`config.mk`:
```
export PLATFORM = sky130hd
export DESIGN_NAME = ysyx_25040111_ifu
export DESIGN_NICKNAME = d
export VERILOG_FILES = /design/src/rtl/ysyx_25040111_ifu_pkg.sv /design/src/rtl/ysyx_25040111_ifu_fifo.sv /design/src/rtl/ysyx_25040111_ifu.sv
export SDC_FILE = /design/constraint.sdc
export NUM_CORES = 1
export LEC_CHECK = 0
export CORE_ASPECT_RATIO = 0.75
export CORE_MARGIN = 1.5
export CORE_UTILIZATION = 55
export DETAILED_ROUTE_END_ITERATION = 10
export PLACE_DENSITY = 0.82
export SLEW_MARGIN = 30
export SYNTH_ARGS = -nofsm -noshare
export SYNTH_HDL_FRONTEND = slang
export SYNTH_SLANG_ARGS = --single-unit
```
`constraint.sdc`:
```
create_clock -name clk -period 12.3 [get_ports clk]
set_input_delay 1.23 -clock clk [delete_from_list [all_inputs] [get_ports clk]]
set_output_delay 1.23 -clock clk [all_outputs]
set_load 0.03 [all_outputs]
```
`src/rtl/ysyx_25040111_ifu_pkg.sv`:
```
// Shared types and constants for the NPC instruction fetch unit.
// Holds the FSM encoding, the reset PC default and the buffered {pc, inst} entry layout.
package ysyx_25040111_ifu_pkg;

    localparam int          INST_W           = 32;
    localparam logic [31:0] RESET_PC_DEFAULT = 32'h8000_0000;

    typedef enum logic [1:0] {
        IFU_IDLE = 2'd0,
        IFU_REQ  = 2'd1,
        IFU_WAIT = 2'd2
    } ifu_state_e;

    typedef struct packed {
        logic [31:0]       pc;
        logic [INST_W-1:0] inst;
    } fetch_entry_t;

endpackage

```
`src/rtl/ysyx_25040111_ifu_fifo.sv`:
```
// Small synchronous FIFO of {pc, inst} entries between the fetch FSM and the IDU.
// Flush has priority over push and pop; DEPTH must be a power of two, at least 2.
module ysyx_25040111_ifu_fifo
    import ysyx_25040111_ifu_pkg::*;
#(
    parameter int  DEPTH = 2,
    localparam int AW    = $clog2(DEPTH),
    localparam int CW    = AW + 1
) (
    input  logic          clk,
    input  logic          rst_n,
    input  logic          flush,
    input  logic          push,
    input  fetch_entry_t  push_data,
    input  logic          pop,
    output fetch_entry_t  head,
    output logic [CW-1:0] count
);

    fetch_entry_t   mem [DEPTH];
    logic [AW-1:0]  rd_ptr;
    logic [AW-1:0]  wr_ptr;
    logic           do_push;
    logic           do_pop;

    assign do_push = push && !flush && (count != CW'(DEPTH));
    assign do_pop  = pop && !flush && (count != '0);

    // NOTE: state registers use non-blocking assignments so every flop samples pre-edge values.
    always_ff @(posedge clk or negedge rst_n) begin
        if (!rst_n) begin
            rd_ptr <= '0;
            wr_ptr <= '0;
            count  <= '0;
        end else if (flush) begin
            rd_ptr <= '0;
            wr_ptr <= '0;
            count  <= '0;
        end else begin
            if (do_push) wr_ptr <= wr_ptr + AW'(1);
            if (do_pop)  rd_ptr <= rd_ptr + AW'(1);
            count <= count + CW'(do_push) - CW'(do_pop);
        end
    end

    // NOTE: storage is not reset; count gates every read, so stale contents are never visible.
    always_ff @(posedge clk) begin
        if (do_push) mem[wr_ptr] <= push_data;
    end

    assign head = mem[rd_ptr];

endmodule

```
`src/rtl/ysyx_25040111_ifu.sv`:
```
// NPC instruction fetch unit: owns the PC, one outstanding imem fetch, FIFO toward the IDU.
// Optional YSYX_25040111_IFU_MISALIGN_EN adds fetch_fault and parks on misaligned redirects.
module ysyx_25040111_ifu
    import ysyx_25040111_ifu_pkg::*;
#(
    parameter logic [31:0] RESET_PC   = RESET_PC_DEFAULT,
    parameter int          FIFO_DEPTH = 2
) (
    input  logic              clk,
    input  logic              rst_n,
    output logic              imem_req_valid,
    input  logic              imem_req_ready,
    output logic [31:0]       imem_addr,
    input  logic              imem_resp_valid,
    input  logic [INST_W-1:0] imem_rdata,
    input  logic              redirect_valid,
    input  logic [31:0]       redirect_pc,
    output logic              out_valid,
    input  logic              out_ready,
    output logic [31:0]       out_pc,
    output logic [INST_W-1:0] out_inst
`ifdef YSYX_25040111_IFU_MISALIGN_EN
    ,
    output logic              fetch_fault
`endif
);

    localparam int CW = $clog2(FIFO_DEPTH) + 1;

    ifu_state_e    state_q, state_d;
    logic [31:0]   pc_q, pc_d;
    logic [31:0]   req_addr_q;
    logic          drop_q, drop_d;
    logic [31:0]   target_pc;
    logic          park;
    logic          push, pop, room;
    logic [CW-1:0] count, cnt_after;
    fetch_entry_t  head;

`ifdef YSYX_25040111_IFU_MISALIGN_EN
    logic fault_q;

    always_ff @(posedge clk or negedge rst_n) begin
        if (!rst_n)              fault_q <= 1'b0;
        else if (redirect_valid) fault_q <= (redirect_pc[1:0] != 2'b00);
    end

    assign park        = redirect_valid ? (redirect_pc[1:0] != 2'b00) : fault_q;
    assign target_pc   = redirect_pc;
    assign fetch_fault = fault_q;
`else
    logic unused_pc_lsb;

    assign park          = 1'b0;
    assign target_pc     = {redirect_pc[31:2], 2'b00};
    assign unused_pc_lsb = ^redirect_pc[1:0];
`endif

    assign out_valid = (count != '0);
    assign pop       = out_valid && out_ready;
    assign push      = (state_q == IFU_WAIT) && imem_resp_valid && !drop_q && !redirect_valid;
    // Occupancy after this cycle's push/pop, ignoring a redirect (which empties the FIFO).
    assign cnt_after = count + CW'(push) - CW'(pop);
    assign room      = cnt_after < CW'(FIFO_DEPTH);

    ysyx_25040111_ifu_fifo #(.DEPTH(FIFO_DEPTH)) u_fifo (
        .clk       (clk),
        .rst_n     (rst_n),
        .flush     (redirect_valid),
        .push      (push),
        .push_data ('{pc: req_addr_q, inst: imem_rdata}),
        .pop       (pop),
        .head      (head),
        .count     (count)
    );

    // NOTE: every always_comb output gets a default first so no path leaves it unassigned (no latch).
    always_comb begin
        state_d = state_q;
        drop_d  = drop_q;
        pc_d    = pc_q;
        case (state_q)
            IFU_IDLE: begin
                if (redirect_valid || room) state_d = IFU_REQ;
            end
            IFU_REQ: begin
                if (imem_req_ready) state_d = IFU_WAIT;
                if (redirect_valid) drop_d  = 1'b1;
            end
            IFU_WAIT: begin
                if (imem_resp_valid) begin
                    drop_d = 1'b0;
                    if (!drop_q) pc_d = req_addr_q + 32'd4;
                    state_d = (redirect_valid || room) ? IFU_REQ : IFU_IDLE;
                end else if (redirect_valid) begin
                    drop_d = 1'b1;
                end
            end
            default: state_d = IFU_IDLE;
        endcase
        if (redirect_valid) pc_d = target_pc;
        // A request already on the bus must complete; only new requests are suppressed on a fault.
        if (park && state_d == IFU_REQ && state_q != IFU_REQ) state_d = IFU_IDLE;
    end

    always_ff @(posedge clk or negedge rst_n) begin
        if (!rst_n) begin
            state_q    <= IFU_REQ;
            pc_q       <= RESET_PC;
            req_addr_q <= RESET_PC;
            drop_q     <= 1'b0;
        end else begin
            state_q <= state_d;
            pc_q    <= pc_d;
            drop_q  <= drop_d;
            if (state_d == IFU_REQ && state_q != IFU_REQ) req_addr_q <= pc_d;
        end
    end

    assign imem_req_valid = rst_n && (state_q == IFU_REQ);
    assign imem_addr      = req_addr_q;
    assign out_pc         = out_valid ? head.pc : '0;
    assign out_inst       = out_valid ? head.inst : '0;

endmodule

```
==> results.cfg <==
[finish]
antennaDiodeCount = 0
drive_gt1_frac = 0.1181
syn_to_final_growth_pct = 29.53
design_area_um2 = 11140
fin_util = 0.7295
nNetsFinal = 879

[setup_path]
worstPathRequired_ps = 12350
start_kind = input port
reg2reg_slack_ps = 8710
regToRegEndpoint = u_fifo.mem[0][52]
arrival_ps = 4280
critPathCaptureType = flop
critPathMaxFanout = 64
reg2reg_from = state_q[0]
criticalPathCategory = in -> reg
worstRegToRegCells = 8

[min_path]
worstHoldPathType = reg -> reg
hold_depth = 2
whs_endpoint = pc_q[1]
min_from = pc_q[1]

[detailed_routing]
firstDrtPassIters = 4
vias_per_cell = 5.563
drc = 0
vias = 5663
dr_wl_met2_mm = 8.956
top_layer = met4
wire_per_inst_um = 18.60
wl_met1_mm = 8.455
drtAntennaViolNets = 0
drtIter0Drc = 345
met3_length_mm = 1.236
drt_wl_total_mm = 18.94

[grt]
overflow = 0
antenna_found_initial = 0
grt_pass1_vias = 5813
grt_first_pass_wirelength_mm = 30.58
grt_max_degree = 65
grt_util_all_layers = 0.2408

[clock_tree]
clockBufferDepth = 2
hold_buffers = 0
htreeDepth = 4
numCtsBuffers = 17
worstSkewPairLatency_ps = 430
cts_resized = 0
post-cts-setup-buffers = 0
cts_sinks = 199
clk_pin_slew_ps = 70
cts_tree = yes
cts_root_buf = clkbuf_16

[floorplanning]
core_um2 = 15270
io_pins = 168
die_x_um = 147.4
die_area_um2 = 16410
placementRows = 39
fp.dieH_um = 111.3
initial_core_util = 0.5632

[sta]
tightest_slew_ps = 918.9
period_share = 0.3438
hold_viol_final = 0
skew_ps = 6.713
fmax_mhz = 236.5
maxSlewHeadroom = 0.3874
setup_viol = 0
rsz0062_at_grt = false
tns_ps = 0
finalMaxSlewViolations = 0
fin_crit_ps = 4229

[yosys]
synth_top_area_share = 0.4468
avgSynthCellArea_um2 = 13.40
yosys_most_used_dff = edfxtp_1
yosysTopAreaCell = edfxtp_1
synth.net_count = 720
synth_common_cells = edfxtp_1, nor2_1, dfrtp_1, mux2i_1, nand2_1
yosysSeqAreaShare = 0.6538
yosysMostFrequentCell = edfxtp_1
synth.yosys.warnings = 0
ys_async_sr_fraction = 0.3568
synth_edf_count = 128
netlist_area_um2 = 8602
ys_top_cells_by_area = edfxtp_1, dfrtp_1, mux2i_1
synth.distinct_cells = 52
synthCells = 642
ys_ff_latch = 199

[power]
seq_power_share = 0.450
vdd_ir_drop_max_v = 0.0001517
swShare = 0.3167
intPower_mw = 1.435
power_frac_comb = 0.263
p_sw_mw = 0.6650
leakage_nw = 3.958
pwr-share-clk = 0.287
power_mw = 2.100
power_density_nw_per_um2 = 188.5

[outcome]
status = finished, final reports clean

[place]
gp_congestion = 0.7745
place.port_buffers = 165
place_area_um2 = 10490
dp_hpwl_mm = 12.17

[flow_run]
max-cap-violations = 0
## routing by layer
metal,global-route usage,vias to the layer above
met5,0,-
met1,0.3348,2786
li1,-,2643
met3,0.05350,24
met4,0.07733,0
met2,0.3809,210
## cells in the final DEF (no fill, tap or decap), types with 12 or more instances in the layout
| master | netlist | routed |
|---|---|---|
| nand3_1 | 12 | 12 |
| clkbuf_16 | 0 | 17 |
| mux2_2 | 27 | 27 |
| mux2i_1 | 65 | 65 |
| nor2_1 | 88 | 87 |
| and3_1 | 12 | 12 |
| dfrtp_1 | 68 | 67 |
| edfxtp_1 | 128 | 128 |
| clkdlybuf4s50_1 | 0 | 163 |
| o21ai_0 | 16 | 16 |
| nand2_1 | 56 | 56 |
| a21oi_1 | 15 | 15 |
| xor2_1 | 22 | 22 |
## through the flow
step,instances,worst slack [ps],hold WS [ps]
after floorplan,642,6618,497.0
after global placement,984,7672,506.5
after detailed placement,987,7605,518.7
after CTS,1018,8056,529.4
after global routing,1018,7814,538.7
final,1018,8071,526.4
## worst max-delay path by stage
stage,start,endpoint,depth (start not counted),slack [ps]
2_1_floorplan,redirect_valid,u_fifo.mem[0][0],7,6620
3_3_place_gp,imem_resp_valid,u_fifo.mem[0][24],7,7670
3_5_place_dp,imem_resp_valid,u_fifo.mem[0][23],7,7610
4_1_cts,imem_resp_valid,u_fifo.mem[0][31],7,8060
5_1_grt,imem_resp_valid,u_fifo.mem[0][52],7,7810
6_report,imem_resp_valid,u_fifo.mem[0][52],7,8070
## worst max-delay path: stages
cell	delay, ps
clkdlybuf4s50_1	530
nand2_1	120
nor2_1	480
nand2_2	510
a21oi_1	460
nor2b_4	220
buf_4	680
## cell families (layout without fill, tap and decap cells)
kind of cell | count (synthesis) | in the layout | share of synthesized area
multiplexers | 95 | 95 | 0.1149
AO/OA/AOI/OAI | 63 | 63 | 0.05571
adder cells (fa/ha/maj) | 8 | 8 | 0.01164
flip-flops | 199 | 199 | 0.6538
buffers and inverters | 40 | 211 | 0.01891
XOR/XNOR | 33 | 33 | 0.03360
AND/OR/NAND/NOR | 204 | 204 | 0.1114
## final cells by class
cell class                      instances  area (um2)
Fill cell                             991        4131
Clock buffer                           17       425.4
Multi-Input combinational cell        403        2840
Inverter                                8       30.03
Tap cell                              205       256.5
Clock inverter                         14       222.7
Timing Repair Buffer                  172        1739
Sequential cell                       199        5628
## power groups by stage
stage,Sequential (mW),Combinational [mW],Clock (mW)
floorplan,1.01,0.254,0
global placement,0.947,0.513,0
detailed placement,0.954,0.548,0
CTS,0.941,0.553,0.609
global route,0.958,0.586,0.638
finish,0.945,0.552,0.603
## flip-flops by register name, summed over array words and instances (netlist names)
register	cells
u_fifo.wr_ptr	1
u_fifo.rd_ptr	1
state_q	2
u_fifo.count	2
pc_q	32
u_fifo.mem	128
imem_addr	32
drop_q	1
No activity file was read; power rests on OpenSTA's default activity.
